$ cat src/rtl/bias_add_stage.sv
// bias_add_stage: per-lane saturating bias add, runtime-loadable table, wrapping group counter.
// Define BIAS_STAGE_RELU_EN to clamp negative lane results to zero after saturation.
module bias_add_stage #(
  parameter int N_adder_tree = 16,
  parameter int DATA_W       = 18,
  parameter int N_GROUPS     = 8,
  parameter int GRP_W        = $clog2(N_GROUPS),
  parameter int LANE_W       = $clog2(N_adder_tree)
) (
  input  logic                           clk,
  input  logic                           rst,
  input  logic [GRP_W-1:0]               cfg_groups,
  input  logic                           bias_wr_en,
  input  logic [GRP_W-1:0]               bias_wr_group,
  input  logic [LANE_W-1:0]              bias_wr_lane,
  input  logic [DATA_W-1:0]              bias_wr_data,
  input  logic                           in_valid,
  output logic                           in_ready,
  input  logic [N_adder_tree*DATA_W-1:0] in_data,
  input  logic                           in_last,
  output logic                           out_valid,
  input  logic                           out_ready,
  output logic [N_adder_tree*DATA_W-1:0] out_data,
  output logic [GRP_W-1:0]               out_group,
  output logic                           out_last
);

  localparam int BUS_W = N_adder_tree * DATA_W;
  localparam logic [DATA_W-1:0] SAT_MAX = {1'b0, {(DATA_W-1){1'b1}}};
  localparam logic [DATA_W-1:0] SAT_MIN = {1'b1, {(DATA_W-1){1'b0}}};

  logic [DATA_W-1:0] bias_q [N_GROUPS][N_adder_tree];
  logic [GRP_W-1:0]  grp_q, grp_d;
  logic              out_valid_q, out_valid_d;
  logic [BUS_W-1:0]  out_data_q;
  logic [GRP_W-1:0]  out_group_q;
  logic              out_last_q;
  logic [BUS_W-1:0]  lane_d;
  logic              accept;
  logic              wr_ok;
  logic              grp_wrap;

  assign in_ready  = !out_valid_q || out_ready;
  assign accept    = in_valid && in_ready;
  assign out_valid = out_valid_q;
  assign out_data  = out_data_q;
  assign out_group = out_group_q;
  assign out_last  = out_last_q;

  // Writes outside the table are dropped rather than aliased onto a real entry.
  assign wr_ok = bias_wr_en && (int'(bias_wr_group) < N_GROUPS)
                 && (int'(bias_wr_lane) < N_adder_tree);

  always_ff @(posedge clk) begin
    if (rst) begin
      for (int g = 0; g < N_GROUPS; g++) begin
        for (int k = 0; k < N_adder_tree; k++) begin
          bias_q[g][k] <= '0;
        end
      end
    end else if (wr_ok) begin
      bias_q[bias_wr_group][bias_wr_lane] <= bias_wr_data;
    end
  end

  // >= so a shrunk cfg_groups mid-pass still wraps; the table bound keeps grp indexable.
  assign grp_wrap = in_last || (grp_q >= cfg_groups) || (int'(grp_q) == N_GROUPS - 1);

  always_comb begin
    grp_d = grp_q;
    if (accept) begin
      grp_d = grp_wrap ? '0 : grp_q + GRP_W'(1);
    end
  end

  for (genvar k = 0; k < N_adder_tree; k++) begin : g_lane
    logic [DATA_W:0]   sum;
    logic [DATA_W-1:0] sat;
    logic [DATA_W-1:0] din;
    logic [DATA_W-1:0] bias;

    assign din  = in_data[DATA_W*k +: DATA_W];
    assign bias = bias_q[grp_q][k];
    assign sum  = {din[DATA_W-1], din} + {bias[DATA_W-1], bias};

    always_comb begin
      sat = sum[DATA_W-1:0];
      if (sum[DATA_W] != sum[DATA_W-1]) begin
        sat = sum[DATA_W] ? SAT_MIN : SAT_MAX;
      end
    end

`ifdef BIAS_STAGE_RELU_EN
    assign lane_d[DATA_W*k +: DATA_W] = sat[DATA_W-1] ? '0 : sat;
`else
    assign lane_d[DATA_W*k +: DATA_W] = sat;
`endif
  end

  always_comb begin
    out_valid_d = out_valid_q;
    if (accept) begin
      out_valid_d = 1'b1;
    end else if (out_ready) begin
      out_valid_d = 1'b0;
    end
  end

  always_ff @(posedge clk) begin
    if (rst) begin
      grp_q       <= '0;
      out_valid_q <= 1'b0;
      out_data_q  <= '0;
      out_group_q <= '0;
      out_last_q  <= 1'b0;
    end else begin
      grp_q       <= grp_d;
      out_valid_q <= out_valid_d;
      if (accept) begin
        out_data_q  <= lane_d;
        out_group_q <= grp_q;
        out_last_q  <= in_last;
      end
    end
  end

endmodule

$ cat config.mk
export PLATFORM = sky130hd
export DESIGN_NAME = bias_add_stage
export DESIGN_NICKNAME = d
export VERILOG_FILES = /design/src/rtl/bias_add_stage.sv
export SDC_FILE = /design/constraint.sdc
export NUM_CORES = 2
export LEC_CHECK = 0
export ABC_AREA = 1
export CAP_MARGIN = 20
export CORE_AREA = 2 2 712 714
export DETAILED_ROUTE_END_ITERATION = 7
export DIE_AREA = 0 0 714 716
export PLACE_DENSITY = 0.41
export SLEW_MARGIN = 0
export SYNTH_ARGS = -nofsm -noshare
export SYNTH_HDL_FRONTEND = slang
export SYNTH_SLANG_ARGS = --single-unit
$ cat constraint.sdc
create_clock -name clk -period 3.25 [get_ports clk]
set_input_delay 0.4875 -clock clk [delete_from_list [all_inputs] [get_ports clk]]
set_output_delay 0.4875 -clock clk [all_outputs]
set_load 0.05 [all_outputs]
==> key figures <==
Cells and area
  • Area grow syn2layout: 35.6%
  • Post-layout nets: 16400
  • Share of layout cells above drive strength 1: 0.202
  • Filler cells: 51800

Timing
  • Slew of the pin with the lowest slew margin: 0.955 ns
  • Final hold violation count: 0
  • Slew HR: 0.364
  • Final worst path period need: 3.64 ns
  • Worst hold slack: 0.185 ns
  • Worst Slack Setup Final: -0.386 ns
  • Setup violations, final: 287
  • Count of pins over their slew limit: 0
  • Final worst-path cycle share: 1.12
  • Worst Clk Skew: 0.0902 ns
  • RSZ-0062 raised after global routing: yes
  • Fmax: 0.275 GHz

Power
  • P_int: 67100 uW
  • Switching share of power: 0.296
  • Logic pwr share: 0.220
  • Clock network fraction of design power: 0.370
  • Maximum vdd drop: 0.000393 V
  • Flop pwr share: 0.410
  • NetSw: 28200 uW
  • Lkg Pwr: 0.0668 uW
  • PD cells: 559 nW/um2

Drt
  • First drt pass iteration count: 6
  • Detailed-route via count: 104000
  • Initial DRC count: 7612
  • DR DRC count: 0
  • Routed vias/inst: 4.59
  • Routed WL: 487000 um
  • Post-route ant nets: 0
  • Post-DR wirelength/cell: 21.4 um

Floorplanning
  • Cell row count: 261
  • Core Box Area: 504000 um2
  • Initial Util: 0.249
  • Height of the die: 716 um
  • Die ar.: 511000 um2
  • IO Count: 616
  • Die width: 714 um

Placed design
  • Buffers on Ports: 615
  • Detailed Place HPWL: 324000 um
  • Routability cong.: 0.813
  • Setup Slack @ Placement: -0.589 ns

Worst setup path
  • Worst Setup End Kind: flop
  • Startpoint types: flop
  • Critical Path RT: 4.09 ns
  • CP Class: reg2reg
  • WP data arrival: 4.48 ns
  • Worst-path maximum fanout: 8

Synthesis
  • FFs w/ async S/R, synth: 0
  • Yosys cell types: 37
  • Yosys reg bits: 2603
  • Synth Area per Inst: 9.20 um2
  • Synth Warn #: 0
  • Post-synth EDFFs: 2304
  • Synth Flop Type: edfxtp_1
  • Sequential share of the synthesized area: 0.599
  • Cells after Synth: 13600
  • Syn Nets: 14300
  • Cell area after synthesis: 126000 um2

Global route
  • Total grt overflow: 0
  • Vias in the first global route: 102000
  • Total track usage: 0.181
  • Largest net degree at the start of global routing: 75
  • Antenna violations before repair: 39
  • First-pass GRT wire length: 699000 um

Clock tree
  • Clk sink count: 2603
  • TritonCTS buffer count: 321
  • CTS tree: built
  • Root Buffer: clkbuf_16
  • H-tree levels: 5
  • CTS clock-pin slew for the worst setup and hold paths: 0.06 ns
  • Worst skew pair latency: 0.96 ns
  • Max clock buf depth: 4

Worst hold path
  • Hold Crit Class: in2reg

Outcome
  • Status: finished with violations
  • Failing checks: setup timing

Job
  • Max_cap viols: 0
## final timing paths
| kind | startpoint | end | slack [ns] | cells after the start |
|---|---|---|---|---|
| worst max-delay path | flop | out_data[129] | -0.39 | 23 |
| worst max register to register | flop | out_data[129] | -0.39 | 23 |
| worst min-delay path | in_last | out_last | 0.18 | 3 |
| worst min register to register | out_data[91] | out_data[91] | 0.47 | 2 |
## sequential cells by signal, summed over array words and instances, names as in the netlist, named ones only
| register | count |
|---|---|
| grp_q | 3 |
| out_last | 1 |
| bias_q | 2304 |
| out_data | 288 |
| out_group | 3 |
| out_valid | 1 |
## layer usage
metal / part of all wire / GRT usage / vias up
met2: 0.47 / 0.301 / 2301
li1: - / - / 50900
met5: 0.00014 / 0 / -
met1: 0.46 / 0.256 / 50700
met3: 0.046 / 0.0182 / 499
met4: 0.021 / 0.0371 / 12
## power by group through the flow
stage,logic (uW),registers [uW],clock network (uW)
final,20900,39000,35300
after global routing,22800,39200,37300
after floorplan,8050,41300,0
after global placement,19800,39700,0
after detailed placement,19700,39700,0
after CTS,20200,39000,36200
## synth_stat cells, drive strengths merged, types with 11 or more instances
master	number	area (um2)
nor3	33	205
o21ai	1454	7280
inv	329	1230
dfxtp	299	5990
clkbuf	866	3250
nand2	1532	5750
a21o	17	128
nand4	25	156
nand3b	14	105
xnor2	61	534
xor2	141	1230
o211ai	13	97.6
o21bai	35	263
and2	17	106
or2	11	68.8
a31oi	301	1880
nor4	11	68.8
ha	293	3670
nand3	302	1510
edfxtp	2304	69200
o22ai	288	1800
nor2	4622	17400
a21oi	550	2760
buf	92	424
fa	16	320
## repair_timing
item	4_1_cts	5_1_grt
resized for setup	236	730
setup buffers	16	47
endpoints found under the hold margin	7	0
pin swaps	27	164
hold buffers	1	0
setup endpoints to repair	287	288
gates cloned	13	27
## metrics by stage
stage	utilization	instances	setup TNS [ns]	power (uW)	area, um2
3_3_place_gp	0.307	22000	-126.17	59500	155000
6_report	0.338	22700	-70.37	95200	170000
4_1_cts	0.331	22700	-85.26	95400	166000
5_1_grt	0.338	22700	-127.88	99300	170000
2_1_floorplan	-	13600	0	49400	126000
3_5_place_dp	0.307	22000	-127.30	59500	155000
## logic make-up after synthesis
family | share of synthesized area
xor gates and xnor gates | 0.0141
DFF | 0.599
and+or+nand+nor | 0.202
AOI/OAI and AO/OA | 0.114
adders and majority gates | 0.0318
buffers and inverters | 0.0392
## cell type report
| cell class | instances | area, um2 | area share |
|---|---|---|---|
| flip-flops and latches | 2603 | 75200 | 0.442 |
| diodes | 9 | 22.5 | 0.000132 |
| multi-input cells | 9750 | 48600 | 0.285 |
| repair inverters | 1 | 11.3 | 0.0000661 |
| clock inverters | 183 | 1660 | 0.00974 |
| inverters | 331 | 1460 | 0.00855 |
| repair buffers | 2762 | 26500 | 0.156 |
| clock buffers | 395 | 8450 | 0.0496 |
| well taps | 6706 | 8390 | 0.0493 |
## worst max-delay path: stages, from the launching register on
cell	delay, ns
dfxtp_4	0.37
buf_12	0.15
buf_16	0.16
buf_16	0.18
buf_16	0.18
buf_16	0.15
buf_6	0.14
nor2_2	0.10
nor2_1	0.04
o21ai_1	0.12
a31oi_1	0.13
buf_4	0.17
ha_4	0.28
buf_4	0.13
nand2_4	0.07
nor4_4	0.32
nand2_2	0.12
nand2_2	0.08
nand2_1	0.04
nand2_1	0.08
a21oi_2	0.07
buf_4	0.17
buf_12	0.13
a21oi_1	0.11
## cells in the final DEF, fill, tap and decap left out, drive strengths merged, types with 18 or more instances in the layout
cell type	netlist	routed
nand2	1532	1532
xor2	141	141
nor2	4622	4622
o21ai	1454	1454
nand3	302	302
a31oi	301	301
inv	329	344
edfxtp	2304	2304
clkbuf	866	421
ha	293	293
clkdlybuf4s50	0	613
xnor2	61	61
buf	92	2118
nand4	25	25
clkinv	2	136
o21bai	35	35
bufinv	0	18
a21oi	550	550
dfxtp	299	299
nor3	33	33
o22ai	288	288
Power figures use the tool's default switching activity.
